<file path="config.mk">
export PLATFORM = sky130hd
export DESIGN_NAME = alu_share_arbiter_flat
export DESIGN_NICKNAME = d
export VERILOG_FILES = /design/src/rtl/alu_share_arbiter_if.sv /design/src/rtl/alu_share_arbiter.sv /design/src/flat_wrapper.sv
export SDC_FILE = /design/constraint.sdc
export NUM_CORES = 1
export LEC_CHECK = 0
export CAP_MARGIN = 20
export CORE_MARGIN = 5
export CORE_UTILIZATION = 35
export CTS_CLUSTER_SIZE = 10
export DETAILED_ROUTE_END_ITERATION = 10
export PLACE_DENSITY = 0.75
export SKIP_CTS_REPAIR_TIMING = 1
export SLEW_MARGIN = 20
export SYNTH_ARGS = -nofsm -noshare
export SYNTH_HDL_FRONTEND = slang
export SYNTH_SLANG_ARGS = --single-unit
</file>
<file path="constraint.sdc">
create_clock -name clk_i -period 4.2 [get_ports clk_i]
set_input_delay 0.63 -clock clk_i [delete_from_list [all_inputs] [get_ports clk_i]]
set_output_delay 0.63 -clock clk_i [all_outputs]
set_load 0.01 [all_outputs]
</file>
<file path="src/rtl/alu_share_arbiter_if.sv">
// Bundle of request, response and ALU-side signals for alu_share_arbiter.
// The slave modport is the arbiter's view; master is the requester/ALU side.
interface alu_share_arbiter_if #(
    parameter int WIDTH = 32
);
    logic             reqa_valid_i;
    logic             reqa_ready_o;
    logic [WIDTH-1:0] reqa_src1_i;
    logic [WIDTH-1:0] reqa_src2_i;
    logic [3:0]       reqa_ctrl_i;

    logic             reqb_valid_i;
    logic             reqb_ready_o;
    logic [WIDTH-1:0] reqb_src1_i;
    logic [WIDTH-1:0] reqb_src2_i;
    logic [3:0]       reqb_ctrl_i;

    logic             rspa_valid_o;
    logic             rspa_ready_i;
    logic [WIDTH-1:0] rspa_result_o;
    logic             rspa_zero_o;

    logic             rspb_valid_o;
    logic             rspb_ready_i;
    logic [WIDTH-1:0] rspb_result_o;
    logic             rspb_zero_o;

    logic [WIDTH-1:0] alu_src1_o;
    logic [WIDTH-1:0] alu_src2_o;
    logic [3:0]       alu_ctrl_o;
    logic [WIDTH-1:0] alu_result_i;
    logic             alu_zero_i;

    logic             busy_o;

    modport slave (
        input  reqa_valid_i, reqa_src1_i, reqa_src2_i, reqa_ctrl_i,
        output reqa_ready_o,
        input  reqb_valid_i, reqb_src1_i, reqb_src2_i, reqb_ctrl_i,
        output reqb_ready_o,
        output rspa_valid_o, rspa_result_o, rspa_zero_o,
        input  rspa_ready_i,
        output rspb_valid_o, rspb_result_o, rspb_zero_o,
        input  rspb_ready_i,
        output alu_src1_o, alu_src2_o, alu_ctrl_o,
        input  alu_result_i, alu_zero_i,
        output busy_o
    );

    modport master (
        output reqa_valid_i, reqa_src1_i, reqa_src2_i, reqa_ctrl_i,
        input  reqa_ready_o,
        output reqb_valid_i, reqb_src1_i, reqb_src2_i, reqb_ctrl_i,
        input  reqb_ready_o,
        input  rspa_valid_o, rspa_result_o, rspa_zero_o,
        output rspa_ready_i,
        input  rspb_valid_o, rspb_result_o, rspb_zero_o,
        output rspb_ready_i,
        input  alu_src1_o, alu_src2_o, alu_ctrl_o,
        output alu_result_i, alu_zero_i,
        input  busy_o
    );
endinterface

</file>
<file path="src/rtl/alu_share_arbiter.sv">
// Round-robin sharing of one ALU between requesters A and B, one operation in
// flight, with a held response register per requester and a multicycle multiply.
module alu_share_arbiter #(
    parameter int WIDTH   = 32,
    parameter int MUL_LAT = 2
) (
    input logic clk_i,
    input logic rst_i,
    alu_share_arbiter_if.slave bus
);
    localparam int CW = (MUL_LAT > 1) ? $clog2(MUL_LAT) : 1;

    typedef enum logic [1:0] {IDLE, EXEC, RESP} state_e;

    state_e           state_q, state_d;
    logic             rrb_q, rrb_d;
    logic             owner_q, owner_d;
    logic [CW-1:0]    cnt_q, cnt_d;
    logic [WIDTH-1:0] src1_q, src1_d, src2_q, src2_d;
    logic [3:0]       ctrl_q, ctrl_d;
    logic [WIDTH-1:0] rspa_result_q, rspa_result_d, rspb_result_q, rspb_result_d;
    logic             rspa_zero_q, rspa_zero_d, rspb_zero_q, rspb_zero_d;

    logic             grant_a, grant_b, accept_ok;
    logic [WIDTH-1:0] sel_src1, sel_src2;
    logic [3:0]       sel_ctrl;

    // rrb_q set means B wins the next tie; grant is the arbitration result in IDLE
    assign grant_a   = bus.reqa_valid_i && (!bus.reqb_valid_i || !rrb_q);
    assign grant_b   = bus.reqb_valid_i && (!bus.reqa_valid_i || rrb_q);
    assign sel_src1  = grant_b ? bus.reqb_src1_i : bus.reqa_src1_i;
    assign sel_src2  = grant_b ? bus.reqb_src2_i : bus.reqa_src2_i;
    assign sel_ctrl  = grant_b ? bus.reqb_ctrl_i : bus.reqa_ctrl_i;
    assign accept_ok = (state_q == IDLE) && !rst_i;

    always_comb begin
        state_d       = state_q;
        rrb_d         = rrb_q;
        owner_d       = owner_q;
        cnt_d         = cnt_q;
        src1_d        = src1_q;
        src2_d        = src2_q;
        ctrl_d        = ctrl_q;
        rspa_result_d = rspa_result_q;
        rspa_zero_d   = rspa_zero_q;
        rspb_result_d = rspb_result_q;
        rspb_zero_d   = rspb_zero_q;
        unique case (state_q)
            IDLE: begin
                if (grant_a || grant_b) begin
                    owner_d = grant_b;
                    rrb_d   = !grant_b;
                    src1_d  = sel_src1;
                    src2_d  = sel_src2;
                    ctrl_d  = sel_ctrl;
                    cnt_d   = (sel_ctrl == 4'd3) ? CW'(MUL_LAT - 1) : '0;
                    state_d = EXEC;
                end
            end
            EXEC: begin
                if (cnt_q != '0) begin
                    cnt_d = cnt_q - CW'(1);
                end else begin
                    if (owner_q) begin
                        rspb_result_d = bus.alu_result_i;
                        rspb_zero_d   = bus.alu_zero_i;
                    end else begin
                        rspa_result_d = bus.alu_result_i;
                        rspa_zero_d   = bus.alu_zero_i;
                    end
                    state_d = RESP;
                end
            end
            RESP: begin
                if (owner_q ? bus.rspb_ready_i : bus.rspa_ready_i) begin
                    state_d = IDLE;
                end
            end
            default: state_d = IDLE;
        endcase
    end

    always_ff @(posedge clk_i or posedge rst_i) begin
        if (rst_i) begin
            state_q       <= IDLE;
            rrb_q         <= 1'b0;
            owner_q       <= 1'b0;
            cnt_q         <= '0;
            src1_q        <= '0;
            src2_q        <= '0;
            ctrl_q        <= '0;
            rspa_result_q <= '0;
            rspa_zero_q   <= 1'b0;
            rspb_result_q <= '0;
            rspb_zero_q   <= 1'b0;
        end else begin
            state_q       <= state_d;
            rrb_q         <= rrb_d;
            owner_q       <= owner_d;
            cnt_q         <= cnt_d;
            src1_q        <= src1_d;
            src2_q        <= src2_d;
            ctrl_q        <= ctrl_d;
            rspa_result_q <= rspa_result_d;
            rspa_zero_q   <= rspa_zero_d;
            rspb_result_q <= rspb_result_d;
            rspb_zero_q   <= rspb_zero_d;
        end
    end

    // Ready is gated by reset so the handshake outputs drop the moment reset asserts
    assign bus.reqa_ready_o  = accept_ok && grant_a;
    assign bus.reqb_ready_o  = accept_ok && grant_b;
    assign bus.alu_src1_o    = (state_q == EXEC) ? src1_q : '0;
    assign bus.alu_src2_o    = (state_q == EXEC) ? src2_q : '0;
    assign bus.alu_ctrl_o    = (state_q == EXEC) ? ctrl_q : 4'd0;
    assign bus.rspa_valid_o  = (state_q == RESP) && !owner_q;
    assign bus.rspb_valid_o  = (state_q == RESP) && owner_q;
    assign bus.rspa_result_o = rspa_result_q;
    assign bus.rspa_zero_o   = rspa_zero_q;
    assign bus.rspb_result_o = rspb_result_q;
    assign bus.rspb_zero_o   = rspb_zero_q;
    assign bus.busy_o        = (state_q != IDLE);
endmodule

</file>
<file path="src/flat_wrapper.sv">
// flat-port wrapper written by rule: the top's interface ports become plain ports
module alu_share_arbiter_flat 
#(
    parameter int WIDTH   = 32,
    parameter int MUL_LAT = 2
)
  (clk_i, rst_i, bus_reqa_valid_i, bus_reqa_src1_i, bus_reqa_src2_i, bus_reqa_ctrl_i, bus_reqa_ready_o, bus_reqb_valid_i, bus_reqb_src1_i, bus_reqb_src2_i, bus_reqb_ctrl_i, bus_reqb_ready_o, bus_rspa_valid_o, bus_rspa_result_o, bus_rspa_zero_o, bus_rspa_ready_i, bus_rspb_valid_o, bus_rspb_result_o, bus_rspb_zero_o, bus_rspb_ready_i, bus_alu_src1_o, bus_alu_src2_o, bus_alu_ctrl_o, bus_alu_result_i, bus_alu_zero_i, bus_busy_o);
  alu_share_arbiter_if #(.WIDTH(WIDTH)) bus_i ();
  input logic clk_i;
  input logic rst_i;
  input wire logic [$bits(bus_i.reqa_valid_i)-1:0] bus_reqa_valid_i;
  input wire logic [$bits(bus_i.reqa_src1_i)-1:0] bus_reqa_src1_i;
  input wire logic [$bits(bus_i.reqa_src2_i)-1:0] bus_reqa_src2_i;
  input wire logic [$bits(bus_i.reqa_ctrl_i)-1:0] bus_reqa_ctrl_i;
  output wire logic [$bits(bus_i.reqa_ready_o)-1:0] bus_reqa_ready_o;
  input wire logic [$bits(bus_i.reqb_valid_i)-1:0] bus_reqb_valid_i;
  input wire logic [$bits(bus_i.reqb_src1_i)-1:0] bus_reqb_src1_i;
  input wire logic [$bits(bus_i.reqb_src2_i)-1:0] bus_reqb_src2_i;
  input wire logic [$bits(bus_i.reqb_ctrl_i)-1:0] bus_reqb_ctrl_i;
  output wire logic [$bits(bus_i.reqb_ready_o)-1:0] bus_reqb_ready_o;
  output wire logic [$bits(bus_i.rspa_valid_o)-1:0] bus_rspa_valid_o;
  output wire logic [$bits(bus_i.rspa_result_o)-1:0] bus_rspa_result_o;
  output wire logic [$bits(bus_i.rspa_zero_o)-1:0] bus_rspa_zero_o;
  input wire logic [$bits(bus_i.rspa_ready_i)-1:0] bus_rspa_ready_i;
  output wire logic [$bits(bus_i.rspb_valid_o)-1:0] bus_rspb_valid_o;
  output wire logic [$bits(bus_i.rspb_result_o)-1:0] bus_rspb_result_o;
  output wire logic [$bits(bus_i.rspb_zero_o)-1:0] bus_rspb_zero_o;
  input wire logic [$bits(bus_i.rspb_ready_i)-1:0] bus_rspb_ready_i;
  output wire logic [$bits(bus_i.alu_src1_o)-1:0] bus_alu_src1_o;
  output wire logic [$bits(bus_i.alu_src2_o)-1:0] bus_alu_src2_o;
  output wire logic [$bits(bus_i.alu_ctrl_o)-1:0] bus_alu_ctrl_o;
  input wire logic [$bits(bus_i.alu_result_i)-1:0] bus_alu_result_i;
  input wire logic [$bits(bus_i.alu_zero_i)-1:0] bus_alu_zero_i;
  output wire logic [$bits(bus_i.busy_o)-1:0] bus_busy_o;
  assign bus_i.reqa_valid_i = bus_reqa_valid_i;
  assign bus_i.reqa_src1_i = bus_reqa_src1_i;
  assign bus_i.reqa_src2_i = bus_reqa_src2_i;
  assign bus_i.reqa_ctrl_i = bus_reqa_ctrl_i;
  assign bus_reqa_ready_o = bus_i.reqa_ready_o;
  assign bus_i.reqb_valid_i = bus_reqb_valid_i;
  assign bus_i.reqb_src1_i = bus_reqb_src1_i;
  assign bus_i.reqb_src2_i = bus_reqb_src2_i;
  assign bus_i.reqb_ctrl_i = bus_reqb_ctrl_i;
  assign bus_reqb_ready_o = bus_i.reqb_ready_o;
  assign bus_rspa_valid_o = bus_i.rspa_valid_o;
  assign bus_rspa_result_o = bus_i.rspa_result_o;
  assign bus_rspa_zero_o = bus_i.rspa_zero_o;
  assign bus_i.rspa_ready_i = bus_rspa_ready_i;
  assign bus_rspb_valid_o = bus_i.rspb_valid_o;
  assign bus_rspb_result_o = bus_i.rspb_result_o;
  assign bus_rspb_zero_o = bus_i.rspb_zero_o;
  assign bus_i.rspb_ready_i = bus_rspb_ready_i;
  assign bus_alu_src1_o = bus_i.alu_src1_o;
  assign bus_alu_src2_o = bus_i.alu_src2_o;
  assign bus_alu_ctrl_o = bus_i.alu_ctrl_o;
  assign bus_i.alu_result_i = bus_alu_result_i;
  assign bus_i.alu_zero_i = bus_alu_zero_i;
  assign bus_busy_o = bus_i.busy_o;
  alu_share_arbiter #(.WIDTH(WIDTH), .MUL_LAT(MUL_LAT)) u_core (.clk_i(clk_i), .rst_i(rst_i), .bus(bus_i));
endmodule
</file>
## Word-level counts from Yosys, hierarchy flattened

Index checks and enable logic that the tools add are counted.

| storage, ports and cells | value |
|---|---|
| flip-flop bits (word level) | 139 |
| output and inout bits | 139 |
| word-level logic and storage cells | 59 |

| operators by class | value |
|---|---|
| add/sub/neg operators | 1 |
| equal/unequal tests | 6 |
| muxes and demuxes | 15 |
| bitwise logic cells | 2 |
| reduce and logical (&&, ||, !) cells | 24 |

Operators by type and width:

| kind | number |
|---|---|
| 32-bit two-way mux | 4 |
| 3-bit AND reduction | 3 |
| 4-bit two-way mux | 2 |
| 1-bit logical AND | 7 |
| 1-bit logical NOT | 6 |
| 2-bit two-way mux | 3 |
| 2-bit one-hot mux with 3 select lines | 1 |
| 4-bit by 2-bit equality test with 1-bit output, second input constant | 1 |
| 1-bit two-way mux | 4 |
| 2-bit != test, second input constant | 2 |
| 2-bit AND reduction | 2 |
| 2-bit nonzero test | 2 |
| 1-bit logical OR | 3 |
| 2-bit by 1-bit equality test with 1-bit output, second input constant | 1 |
| 2-bit equality test, second input constant | 1 |
| 2-bit logical NOT | 1 |
| 2-bit by 1-bit != test with 1-bit output, second input constant | 1 |
| 1-bit NOT | 2 |
| 1-bit one-hot mux with 2 select lines | 1 |
| 1-bit subtractor, second input constant | 1 |

## Longest topological paths before layout

Gate-level depths: netlist of run 1.

| logic depth | value |
|---|---|
| depth in word-level cells | 8 |
| depth in mapped cells | 6 |

## Worst setup path after synthesis of run 1

OpenSTA, ideal clock, no wires.

| timing path | value |
|---|---|
| path type | input to output |
| start | input port rst_i |
| end | output port bus_reqa_ready_o |
| arrival | 4.057 ns |
| required time | 3.570 ns |
| slack | -0.487 ns |
| stages on the path | 2 |
| path buffers | 0 |
| cell sequence | inv_1 > and3_1 |

| on the way | value |
|---|---|
| word-level cells in the longest chain between the ends | 3 |

RTL lines:

| element | line | text |
|---|---|---|
| from (decl) | flat_wrapper.sv:10 | `input logic rst_i;` |
| 1-bit logical NOT | alu_share_arbiter.sv:34 | `assign accept_ok = (state_q == IDLE) && !rst_i;` |
| 1-bit logical AND | alu_share_arbiter.sv:34 |  |
| 1-bit logical AND | alu_share_arbiter.sv:112 | `assign bus.reqa_ready_o = accept_ok && grant_a;` |
| to (decl) | flat_wrapper.sv:15 | `output wire logic [$bits(bus_i.reqa_ready_o)-1:0] bus_reqa_ready_o;` |

No other way between the ends.

## Worst setup path after layout of run 1

| timing path | value |
|---|---|
| start | register u_core.state_q[1] |
| end | output port bus_alu_src2_o[25] |

| on the way | value |
|---|---|
| word-level cells in the longest chain between the ends | 2 |

RTL lines:

| element | line | text |
|---|---|---|
| from (decl) | alu_share_arbiter.sv:15 | `state_e state_q, state_d;` |
| from (signal assigned) | alu_share_arbiter.sv:97 | `state_q <= state_d;` |
| 2-bit by 1-bit equality test with 1-bit output | alu_share_arbiter.sv:115 | `assign bus.alu_src2_o = (state_q == EXEC) ? src2_q : '0;` |
| 32-bit two-way mux | alu_share_arbiter.sv:115 |  |
| to (decl) | flat_wrapper.sv:30 | `output wire logic [$bits(bus_i.alu_src2_o)-1:0] bus_alu_src2_o;` |

No other way between the ends.

==> results of run 1 <==
[registers in the layout (all words and copies together) (netlist names)]
name	cells
u_core.rrb_q	1
u_core.bus.rspa_result_o	32
u_core.bus.rspb_result_o	32
u_core.ctrl_q	4
u_core.state_q	2
u_core.src1_q	32
u_core.bus.rspb_zero_o	1
u_core.src2_q	32
u_core.owner_q	1
u_core.bus.rspa_zero_o	1
u_core.cnt_q	1
[per-layer routing]
metal	vias up	global-route usage [%]	wire length, um
met1	2513	22.93	7727
met2	234	31.58	9653
met3	25	5.827	1754
met5	-	0	0
met4	0	6.403	329
li1	2396	-	-
[power groups by stage]
stage               Combinational (mW)  Clock (mW)  Sequential (mW)
detailed placement                3.38           0             2.41
CTS                               3.39        1.47             2.41
global placement                  3.29           0             2.38
global route                      3.58        1.54             2.48
finish                            3.34        1.44             2.40
floorplan                         1.64           0             2.46
[metrics by stage]
stage | hold slack (ns) | utilization, % | total power [mW]
after floorplan | 0.4418 | - | 4.106
after global placement | 0.4566 | 54.88 | 5.677
after detailed placement | 0.4707 | 54.88 | 5.797
after CTS | 0.4835 | 58.22 | 7.267
after global routing | 0.5182 | 58.25 | 7.594
final | 0.4816 | 58.25 | 7.182
[tightest hold or removal path: cells and delay by family, from the launching register on]
kind,cells,cell delay [ns]
AND/OR/NAND/NOR,1,0.05
flip-flops,1,0.34
AO/OA/AOI/OAI,1,0.06
[cell type report]
cell class                 instances  area share (%)
sequential                       139           34.52
clock inverter                    11           1.080
tap                              225           2.794
inverter                           4          0.1863
timing repair buffer             321           31.73
clock buffer                      21           4.669
multi-input combinational        302           25.02
[worst max path at each step]
stage	to	slack (ns)	cells past startpoint
5_1_grt	bus_alu_src2_o[25]	1.01	3
3_5_place_dp	bus_reqb_ready_o	1.29	5
6_report	bus_alu_src2_o[25]	1.17	3
2_1_floorplan	bus_reqa_ready_o	0.45	2
3_3_place_gp	bus_reqb_ready_o	1.33	4
4_1_cts	bus_alu_src2_o[25]	0.90	3
[cell families (layout without fill, tap and decap cells)]
| family | count (synthesis) | in the layout | share of synthesized area, % |
|---|---|---|---|
| compound gates | 76 | 76 | 11.58 |
| flops | 139 | 139 | 56.18 |
| buf+inv | 46 | 357 | 3.860 |
| simple gates | 154 | 154 | 15.38 |
| mux | 72 | 72 | 13.00 |
[synthesized netlist by cell type, types with 4 or more instances]
| master | n |
|---|---|
| a221o_1 | 64 |
| and2_1 | 68 |
| and3_1 | 65 |
| buf_4 | 7 |
| buf_6 | 5 |
| clkbuf_1 | 28 |
| dfrtp_1 | 139 |
| mux2_2 | 67 |
| mux2i_1 | 5 |
| nand2_1 | 6 |
| nor2_1 | 4 |
| o21ai_0 | 6 |
==> flow_metrics.env, run 1 <==
export IMPL_status="finished clean"
export IMPL_diodes=0
export IMPL_syn_cell_area_um2=6191
export IMPL_fin_ws_ns=1.166
export IMPL_viasPerCell=5.052
export IMPL_maxCapViolCount=0
export IMPL_worstReg2RegStart="u_core.state_q[1]"
export IMPL_num_fill_cells=1373
export IMPL_fp_coreArea_um2=17300
export IMPL_io_pins=314
export IMPL_rsz0062_at_grt="false"
export IMPL_cp_top_family="simple AND/OR/NAND/NOR gates"
export IMPL_fmax_mhz=329.6
export IMPL_regArea_um2=3478
export IMPL_port_buffers=313
export IMPL_finalNetCount=960
export IMPL_ant_nets=0
export IMPL_mostFrequentLayoutCells="clkdlybuf4s50_1, dfrtp_1, and2_1"
export IMPL_drc=0
export IMPL_hold_end="u_core.ctrl_q[2]"
export IMPL_ys_warn_count=0
export IMPL_gp_congestion=0.8537
export IMPL_fin_skew_ns=0.01408
export IMPL_slowest_delay_ns=0.71
export IMPL_arrival_ns=2.40
export IMPL_relSlewSlack_pct=47.75
export IMPL_crit_path_cell_trace="and2b_4 -> and2_1 -> clkdlybuf4s50_1"
export IMPL_yosysTopAreaCell="dfrtp_1"
export IMPL_required_ns=3.57
export IMPL_worst_r2r_endpoint="u_core.src2_q[9]"
export IMPL_ff2ff_path_depth=5
export IMPL_start_kind="flip-flop"
export IMPL_vias=5168
export IMPL_multi_input_area_um2=2521
export IMPL_cts_buffers=17
export IMPL_setup_tns_ns=0
export IMPL_clock_path_buffers=2
export IMPL_grt_max_degree=82
export IMPL_async_reset_ff_share_pct=100.0
export IMPL_dp_worst_setup_slack_ns=1.287
export IMPL_switchingPower_mw=2.367
export IMPL_grt_antenna_before_repair=0
export IMPL_first_pass_iters=4
export IMPL_min_path_cells=2
export IMPL_finalSetupViolations=0
export IMPL_crit_type="reg -> out"
export IMPL_crit_start="u_core.state_q[1]"
export IMPL_stdcell_area_um2=10080
export IMPL_grt_use_total_pct=18.77
export IMPL_ys_types=26
export IMPL_dp_hpwl_mm=14.39
export IMPL_synthFlopType="dfrtp_1"
export IMPL_grt_pass1_wl_mm=30.33
export IMPL_synth_edff_count=0
export IMPL_endpoint_kind="output port"
export IMPL_worst_pin_slew_ns=0.7837
export IMPL_placedInstanceArea_um2=9492
export IMPL_area_delta_synth_final_pct=62.75
export IMPL_cts_tree="built"
export IMPL_power_density_nw_per_um2=712.7
export IMPL_fin_crit_sh_pct=72.24
export IMPL_avgSynthCellArea_um2=12.71
export IMPL_synth_top_area_share_pct=56.18
export IMPL_floorplan_rows=48
export IMPL_yosysSeqAreaShare_pct=56.18
export IMPL_syn_nets=662
export IMPL_ys_ff_latch=139
export IMPL_p_int_mw=4.814
export IMPL_clkTransAtPathRegs_ns=0.06
export IMPL_initial_core_util_pct=35.79
export IMPL_ctsHtreeMaxLevel=4
export IMPL_fin_cells=1023
export IMPL_clkPwrFrac_pct=20.0
export IMPL_clk_latency_ns=0.41
export IMPL_postSynthCellCount=487
export IMPL_period_minus_slack_ns=3.034
export IMPL_setup_reg_to_reg_worst_slack_ns=2.09
export IMPL_synth_area_leaders="dfrtp_1, mux2_2, a221o_1"
export IMPL_grt_pass1_vias=5630
export IMPL_die_h_um=143.0
export IMPL_p_leak_nw=4.336
export IMPL_dieArea_um2=20450
export IMPL_path_buf_inv=1
export IMPL_peakVddDrop_mv=0.4220
export IMPL_dp_cells=991
export IMPL_worst_path_max_delay_cell="and2b_4"
export IMPL_hold_viol_final=0
export IMPL_slew_viol_final=0
export IMPL_wl_mm=19.47
export IMPL_drt_iter0_markers=204
export IMPL_wl_per_cell_um=19.03
export IMPL_overflow=0
export IMPL_hp_class="reg -> reg"
export IMPL_die_w_um=143.0
export IMPL_min_from="u_core.ctrl_q[2]"
export IMPL_clkSinkCount=139
export IMPL_switching_share_pct=32.96
export IMPL_comb_power_share_pct=46.5
export IMPL_cp_max_fo=69
export IMPL_drive_gt1_share_pct=14.54
export IMPL_final_common_cell="clkdlybuf4s50_1"
export IMPL_cts_root_buffer_cell="clkbuf_16"
export IMPL_seq_power_share_pct=33.5
Note: power is estimated with default switching activity, not from simulation.
==> run 2: changes to the inputs <==
==> constraint.sdc (replaced) <==
create_clock -name clk_i -period 2.4 [get_ports clk_i]
set_input_delay 0.36 -clock clk_i [delete_from_list [all_inputs] [get_ports clk_i]]
set_output_delay 0.36 -clock clk_i [all_outputs]
set_load 0.01 [all_outputs]
==> run 2 against run 1 <==
  * Register-to-register slack lost 1.5 ns
  * Sequential power grew 75%
  * Clock-buffer cell count shrank 3
  * Routed wire length grew 3.8%
  * Sequential cell count is the same
==> flow_metrics.env, run 2 (synthesis gave the netlist of run 1 again) <==
export IMPL_ff2ff_path_depth=4
export IMPL_status="finished clean"
export IMPL_p_leak_nw=5.574
export IMPL_p_total_mw=12.82
export IMPL_first_pass_iters=4
export IMPL_die_h_um=143.0
export IMPL_start_kind="flip-flop"
export IMPL_cp_max_fo=5
export IMPL_wl_mm=20.20
export IMPL_fmax_mhz=435.9
export IMPL_min_from="u_core.ctrl_q[3]"
export IMPL_diodes=0
export IMPL_floorplan_rows=48
export IMPL_wl_per_cell_um=19.58
export IMPL_mostFrequentLayoutCells="clkdlybuf4s50_1, dfrtp_1, and2_1, dlymetal6s2s_1, mux2_2"
export IMPL_dp_hpwl_mm=14.41
export IMPL_relSlewSlack_pct=44.44
export IMPL_drive_gt1_share_pct=15.86
export IMPL_stdcell_area_um2=10400
export IMPL_cts_buffers=17
export IMPL_grt_pass1_vias=5564
export IMPL_drt_iter0_markers=262
export IMPL_ant_nets=0
export IMPL_placedInstanceArea_um2=9579
export IMPL_num_fill_cells=1336
export IMPL_port_buffers=313
export IMPL_hp_class="reg -> reg"
export IMPL_hold_ws_ns=0.4903
export IMPL_overflow=0
export IMPL_vias=5276
export IMPL_grt_pass1_wl_mm=30.00
export IMPL_clkTransAtPathRegs_ns=0.06
export IMPL_hold_viol_final=0
export IMPL_final_common_cell="clkdlybuf4s50_1"
export IMPL_slew_viol_final=0
export IMPL_gp_congestion=0.9181
export IMPL_viasPerCell=5.112
export IMPL_fp_coreArea_um2=17300
export IMPL_grt_use_total_pct=18.67
export IMPL_dieArea_um2=20450
export IMPL_clock_path_buffers=2
export IMPL_required_ns=2.04
export IMPL_maxCapViolCount=0
export IMPL_area_delta_synth_final_pct=68.01
export IMPL_worst_pin_slew_ns=0.8334
export IMPL_drc=0
export IMPL_cts_tree="built"
export IMPL_hold_end="u_core.ctrl_q[3]"
export IMPL_grt_max_degree=140
export IMPL_arrival_ns=1.93
export IMPL_finalNetCount=969
export IMPL_clk_latency_ns=0.41
export IMPL_power_density_nw_per_um2=1233
export IMPL_clkSinkCount=139
export IMPL_grt_antenna_before_repair=0
export IMPL_peakVddDrop_mv=0.6228
export IMPL_die_w_um=143.0
export IMPL_initial_core_util_pct=35.79
export IMPL_crit_type="reg -> out"
export IMPL_period_minus_slack_ns=2.294
export IMPL_ctsHtreeMaxLevel=4
export IMPL_fin_skew_ns=0.01045
export IMPL_finalSetupViolations=0
export IMPL_cts_root_buffer_cell="clkbuf_16"
export IMPL_setup_reg_to_reg_worst_slack_ns=0.61
export IMPL_worst_r2r_endpoint="u_core.bus.rspa_result_o[23]"
export IMPL_io_pins=314
export IMPL_worstReg2RegStart="u_core.state_q[1]"
export IMPL_fin_crit_sh_pct=95.59
export IMPL_min_path_cells=2
export IMPL_endpoint_kind="output port"
-- run 2: cell count changes in the layout (fill, tap and decap cells not counted), moves of 2 or more --
cell and delta:
buf_12 +4, buf_4 +4, clkbuf_8 -2, clkdlybuf4s50_1 -68
dlymetal6s2s_1 +68, inv_8 +4
-- run 2: stage by stage --
stage / setup WS [ns] / TNS [ns] / cells / utilization (%)
global placement: 0.2799 / 0 / 996 / 55.38
detailed placement: 0.2525 / 0 / 996 / 55.38
global route: -0.009944 / -0.009944 / 1032 / 60.13
floorplan: -0.8112 / -0.8112 / 487 / -
CTS: -0.1275 / -2.869 / 1028 / 58.79
finish: 0.1058 / 0 / 1032 / 60.13
-- run 2: worst max-delay path, stage by stage (launching register included) --
cell and delay, ns:
dfrtp_1 0.44, nor2_4 0.19, inv_1 0.14, nor3_2 0.19, clkdlybuf4s50_1 0.56
-- run 2: how the worst max path moves through the flow --
stage / start / end / slack, ns / depth (start not counted)
CTS: u_core.state_q[1] / bus_reqb_ready_o / -0.13 / 4
finish: u_core.state_q[0] / bus_reqb_ready_o / 0.11 / 4
detailed placement: bus_reqb_valid_i / bus_reqb_ready_o / 0.25 / 4
global placement: bus_reqb_valid_i / bus_reqa_ready_o / 0.28 / 4
floorplan: rst_i / bus_reqa_ready_o / -0.81 / 2
global route: u_core.state_q[0] / bus_reqb_ready_o / -0.01 / 4
-- run 2: power breakdown --
group / leakage, nW / internal, mW / switching, mW
Sequential: 1.68 / 3.53 / 0.686
Combinational: 3.61 / 3.48 / 2.52
Clock: 0.282 / 1.50 / 1.11
-- run 2: layout make-up --
class / instances / area (um2) / share of cell area, %
tap: 225 / 281.5 / 2.707
timing repair buffer: 330 / 3506 / 33.71
clock buffer: 18 / 439.2 / 4.222
inverter: 4 / 18.77 / 0.1804
multi-input combinational: 302 / 2526 / 24.29
clock inverter: 14 / 150.1 / 1.444
sequential: 139 / 3480 / 33.45
-- run 2: routing by layer --
layer  GRT usage [%]  vias to the layer above  wire length (um)
met2           31.55                      266              9748
li1                -                     2418                 -
met5               0                        -                 0
met1           22.16                     2553              7764
met4           6.203                        0               580
met3           6.765                       39              2109
